==> config.mk <==
export PLATFORM = sky130hd
export DESIGN_NAME = mult_share_arbiter
export DESIGN_NICKNAME = d
export VERILOG_FILES = /design/src/rtl/mult_share_arbiter.sv
export SDC_FILE = /design/constraint.sdc
export NUM_CORES = 1
export LEC_CHECK = 0
export CORE_UTILIZATION = 50
export DETAILED_ROUTE_END_ITERATION = 10
export HOLD_SLACK_MARGIN = 0.06
export PLACE_DENSITY = 0.75
export SLEW_MARGIN = 20
export SYNTH_ARGS = -nofsm -noshare
export SYNTH_HDL_FRONTEND = slang
export SYNTH_SLANG_ARGS = --single-unit
export TNS_END_PERCENT = 20
==> constraint.sdc <==
create_clock -name clk -period 9.78 [get_ports clk]
set_clock_uncertainty 0.1 [all_clocks]
set_input_delay 1.467 -clock clk [delete_from_list [all_inputs] [get_ports clk]]
set_output_delay 1.467 -clock clk [all_outputs]
set_load 0.01 [all_outputs]
==> src/rtl/mult_share_arbiter.sv <==
// Round-robin sharing of one 8x8 unsigned multiplier between two valid/ready clients.
// Optional op_count output enabled by defining MULT_SHARE_OPCOUNT_EN.

module array_multiplier_8bit (
  input  logic [7:0]  a,
  input  logic [7:0]  b,
  output logic [15:0] z
);
  always_comb begin
    z = '0;
    for (int unsigned i = 0; i < 8; i++) begin
      if (b[i]) z = z + (16'(a) << i);
    end
  end
endmodule

module mult_share_arbiter #(
  parameter int unsigned CALC_CYCLES = 1
) (
  input  logic        clk,
  input  logic        rst,
  input  logic        req0_valid,
  output logic        req0_ready,
  input  logic [7:0]  req0_a,
  input  logic [7:0]  req0_b,
  output logic        rsp0_valid,
  input  logic        rsp0_ready,
  output logic [15:0] rsp0_z,
  input  logic        req1_valid,
  output logic        req1_ready,
  input  logic [7:0]  req1_a,
  input  logic [7:0]  req1_b,
  output logic        rsp1_valid,
  input  logic        rsp1_ready,
  output logic [15:0] rsp1_z,
  output logic        busy,
  output logic        grant_id
`ifdef MULT_SHARE_OPCOUNT_EN
  ,
  output logic [15:0] op_count
`endif
);
  typedef enum logic [1:0] {IDLE, CALC, DONE} state_t;

  localparam logic [1:0] CNT_LAST = 2'(CALC_CYCLES - 1);

  state_t      state_q, state_d;
  logic [1:0]  cnt_q, cnt_d;
  logic [7:0]  op_a_q, op_a_d;
  logic [7:0]  op_b_q, op_b_d;
  logic [15:0] result_q, result_d;
  logic        grant_id_q, grant_id_d;
  logic        last_grant_q, last_grant_d;
  logic [15:0] mult_z;
  logic        sel_any;
  logic        sel;
  logic        rsp_done;

  // Multiplier sees only the registered operands.
  array_multiplier_8bit u_mult (
    .a (op_a_q),
    .b (op_b_q),
    .z (mult_z)
  );

  always_comb begin
    sel_any      = req0_valid | req1_valid;
    // Requester 1 wins when alone, or on a tie when requester 0 went last.
    sel          = req1_valid & (~req0_valid | ~last_grant_q);
    state_d      = state_q;
    cnt_d        = cnt_q;
    op_a_d       = op_a_q;
    op_b_d       = op_b_q;
    result_d     = result_q;
    grant_id_d   = grant_id_q;
    last_grant_d = last_grant_q;
    req0_ready   = 1'b0;
    req1_ready   = 1'b0;
    rsp0_valid   = 1'b0;
    rsp1_valid   = 1'b0;
    rsp0_z       = '0;
    rsp1_z       = '0;
    case (state_q)
      IDLE: begin
        req0_ready = ~rst & sel_any & ~sel;
        req1_ready = ~rst & sel_any & sel;
        if (sel_any) begin
          op_a_d       = sel ? req1_a : req0_a;
          op_b_d       = sel ? req1_b : req0_b;
          grant_id_d   = sel;
          last_grant_d = sel;
          cnt_d        = '0;
          state_d      = CALC;
        end
      end
      CALC: begin
        cnt_d = cnt_q + 2'd1;
        if (cnt_q == CNT_LAST) begin
          result_d = mult_z;
          state_d  = DONE;
        end
      end
      DONE: begin
        if (grant_id_q) begin
          rsp1_valid = 1'b1;
          rsp1_z     = result_q;
          if (rsp1_ready) state_d = IDLE;
        end else begin
          rsp0_valid = 1'b1;
          rsp0_z     = result_q;
          if (rsp0_ready) state_d = IDLE;
        end
      end
      default: state_d = IDLE;
    endcase
  end

  always_ff @(posedge clk) begin
    if (rst) begin
      state_q      <= IDLE;
      cnt_q        <= '0;
      op_a_q       <= '0;
      op_b_q       <= '0;
      result_q     <= '0;
      grant_id_q   <= 1'b0;
      last_grant_q <= 1'b1;
    end else begin
      state_q      <= state_d;
      cnt_q        <= cnt_d;
      op_a_q       <= op_a_d;
      op_b_q       <= op_b_d;
      result_q     <= result_d;
      grant_id_q   <= grant_id_d;
      last_grant_q <= last_grant_d;
    end
  end

  assign busy     = (state_q != IDLE);
  assign grant_id = grant_id_q;
  assign rsp_done = (rsp0_valid & rsp0_ready) | (rsp1_valid & rsp1_ready);

`ifdef MULT_SHARE_OPCOUNT_EN
  logic [15:0] op_count_q, op_count_d;

  always_comb begin
    op_count_d = op_count_q;
    if (rsp_done) op_count_d = op_count_q + 16'd1;
  end

  always_ff @(posedge clk) begin
    if (rst) op_count_q <= '0;
    else     op_count_q <= op_count_d;
  end

  assign op_count = op_count_q;
`else
  logic unused_rsp_done;
  assign unused_rsp_done = rsp_done;
`endif
endmodule
==> summary.md <==
| Metric | Value |
|---|---|
| Routed Antenna Nets | 0 |
| Htree depth | 2 |
| Max-slew violations | 0 |
| Main synth FF type | dfxtp_1 |
| Yosys Warn Count | 0 |
| Post-place setup slack | 0.377 ns |
| Critical path required time | 9.87 ns |
| Std-Cell Rows | 35 |
| Max VDD drop | 0.0836 mV |
| Placeable Area | 0.00937 mm2 |
| Reg2Reg Depth | 45 |
| Clk buf depth | 2 |
| DR pass1 iterations | 5 |
| First-pass GRT wire length | 23500 um |
| Register area share after synthesis | 15.5% |
| WL final | 14600 um |
| RR Startpoint | op_b_q[0]$_SDFFE_PP0P_ |
| Ranking of synthesized cells by area | dfxtp_1 15%, ha_1 15%, a21oi_1 5.6% |
| Die X-Extent | 101 um |
| CTS tree | yes |
| Vias per std cell | 6.00 |
| HP Start | result_q[2]$_SDFFE_PP0P_ |
| Minimum clock period | 9.23 ns |
| Via count | 5119 |
| Clk root buf | clkbuf_8 |
| Setup crit end kind | register |
| Ys async rst share | 0% |
| Synthesis-to-layout area growth | 22.0% |
| Clock tree sinks | 38 |
| WP data arrival | 9.31 ns |
| Setup Viol. Count Final | 0 |
| Final worst slack | 0.554 ns |
| Initial antenna violation count | 0 |
| Final Hold Viols | 0 |
| Final cycle utilization of the critical path | 94.3% |
| Tot Pwr | 914 uW |
| Net Count, Synth | 761 |
| Status | finished clean |
| Peak Freq | 108 MHz |
| Crit path largest cell delay | 0.49 ns |
| Hold-fix buffers, CTS | 0 |
| Post-synth cell types | 63 |
| Inserted Diodes | 0 |
| Initial Utilization | 52.5% |
| Die ar. | 0.0102 mm2 |
| CP max FO | 5 |
| DRC viols | 0 |
| Worst-Skew Late Latency | 0.29 ns |
| Largest net degree at the start of global routing | 38 |
| Leading area contributor after synthesis | dfxtp_1 |
| Critical Path Start Type | register |
| Yosys top cell area share | 15.5% |
| Gr ovfl total | 0 |
| Worst Hold Depth | 2 |
| IO Port Bufs | 75 |
| Worst-path clk slew | 0.08 ns |
| Most frequent cells after synthesis | 59 x ha_1, 59 x nor2_1, 55 x a21oi_1 |
| Post-synth EDFFs | 0 |
| Reg2reg end | result_q[13]$_SDFFE_PP0P_ |
| Power Dens Cells | 152 mW/mm2 |
| Die Y | 101 um |
| Max_slew headroom | 26.4% |
| CTS buffer count | 5 |
| Pleak | 0.00265 uW |
| Synthesized area per cell | 7.48 um2 |
| Reg2reg setup slack | 0.55 ns |
| Synthesized instance count | 657 |
| Max-cap viol count | 0 |
| Mapped Area | 0.00492 mm2 |
| Fraction of layout instances using a drive strength above 1 | 6.91% |
| Top-Level Pins | 76 |
| Global-route usage over all layers | 29.0% |
| HP Class | register to register |
| Hold EP | result_q[2]$_SDFFE_PP0P_ |
| Cell repeated most along the worst path | ha_1 |
| Final RePlAce weighted congestion | 0.931 |
| DR WL/cell | 17.2 um |
| Post-DP HPWL | 11300 um |
| Slew @ Worst Pin | 1.08 ns |
| Layout Nets | 827 |
| Yosys reg bits | 38 |
| Worst setup path category | register to register |
| Slowest cell on the critical path | or4_1 |
| Vias in the first global route | 4963 |
| Initial DRC count | 281 |
repair_timing:
item | 4_1_cts | 5_1_grt
resized for setup | 0 | 13
endpoints found under the setup margin | 0 | 4
setup buffers | 0 | 4
hold endpoints to repair | 0 | 0
cell families after synthesis:
logic type / share of synthesized area (%)
AOI/OAI and AO/OA: 27.8
xor gates and xnor gates: 4.45
adders and majority gates: 18.1
buffers and inverters: 6.01
DFF: 15.5
muxes: 6.01
and+or+nand+nor: 22.1
worst max-delay path: cells and delay by family (launching register included):
family	cells	cell delay, ns
buffers and inverters	3	0.26
AOI/OAI and AO/OA	19	3.07
adders and majority gates	8	2.68
and+or+nand+nor	11	1.87
xor gates and xnor gates	3	0.59
DFF	1	0.37
muxes	1	0.15
flip-flops by register name, summed over array words and instances (netlist names):
signal and flops:
cnt_q 2, op_b_q 8, state_q 2, op_a_q 8
result_q 16, grant_id 1, last_grant_q 1
final cells by class:
type	instances	area [um2]
multi-input cells	542	3910
fillers	871	3370
repair buffers	89	856
flip-flops and latches	38	761
inverters	47	176
well taps	129	161
clock buffers	5	68.8
clock inverters	3	68.8
worst max path at each step:
stage | from | endpoint | cells past startpoint
after floorplan | op_a_q[1]$_SDFFE_PP0P_ | result_q[12]$_SDFFE_PP0P_ | 40
after global placement | op_a_q[1]$_SDFFE_PP0P_ | result_q[12]$_SDFFE_PP0P_ | 41
after detailed placement | op_a_q[1]$_SDFFE_PP0P_ | result_q[12]$_SDFFE_PP0P_ | 40
after CTS | op_a_q[1]$_SDFFE_PP0P_ | result_q[12]$_SDFFE_PP0P_ | 40
after global routing | op_a_q[1]$_SDFFE_PP0P_ | result_q[14]$_SDFFE_PP0P_ | 44
final | op_b_q[0]$_SDFFE_PP0P_ | result_q[13]$_SDFFE_PP0P_ | 45
layer usage:
layer | GRT usage [%] | part of all wire [%] | vias to the layer above | routed length [um]
met2 | 53.4 | 51 | 184 | 7400
met3 | 4.07 | 5.8 | 33 | 855
met5 | 0 | 0 | - | 0
met1 | 35.2 | 41 | 2402 | 6070
met4 | 7.92 | 2.2 | 0 | 317
li1 | - | - | 2500 | -
report_power, final:
group | internal [uW] | switching, uW | leakage (uW)
clock network | 102 | 60.7 | 0.0000683
registers | 175 | 40.5 | 0.000313
logic | 236 | 300 | 0.00227
total | 513 | 401 | 0.00265
cell usage in the layout, fill, tap and decap left out, types with 4 or more instances in the layout:
cell type	instances
or3_1	7
nand2_1	46
and3_1	5
o21ai_0	33
o31ai_1	5
dfxtp_1	38
nand3_1	8
clkbuf_8	5
mux2_2	4
o211ai_1	5
nor3_1	22
a21o_1	13
a211oi_1	25
mux2i_1	25
a31oi_1	5
nor3b_1	5
a221oi_1	6
fa_1	6
a22oi_1	6
clkdlybuf4s50_1	75
a21oi_1	51
ha_1	58
o21bai_1	5
xor2_1	9
nor2_1	58
a21oi_2	4
inv_1	45
xnor2_1	16
o21a_1	8
o31a_1	5
and2_1	38
nor2b_1	11
buf_4	14
nand2b_1	5
metrics by stage:
step                hold WS (ns)  std cells  util, %  cell area (um2)  TNS, ns
finish                     0.388        853     64.0             6000        0
CTS                        0.396        849     63.3             5930        0
floorplan                  0.336        657        -             4920        0
global route               0.409        853     64.0             6000  -0.0355
detailed placement         0.378        841     61.8             5790        0
global placement           0.367        841     61.8             5790        0
No activity file was read; power rests on OpenSTA's default activity.
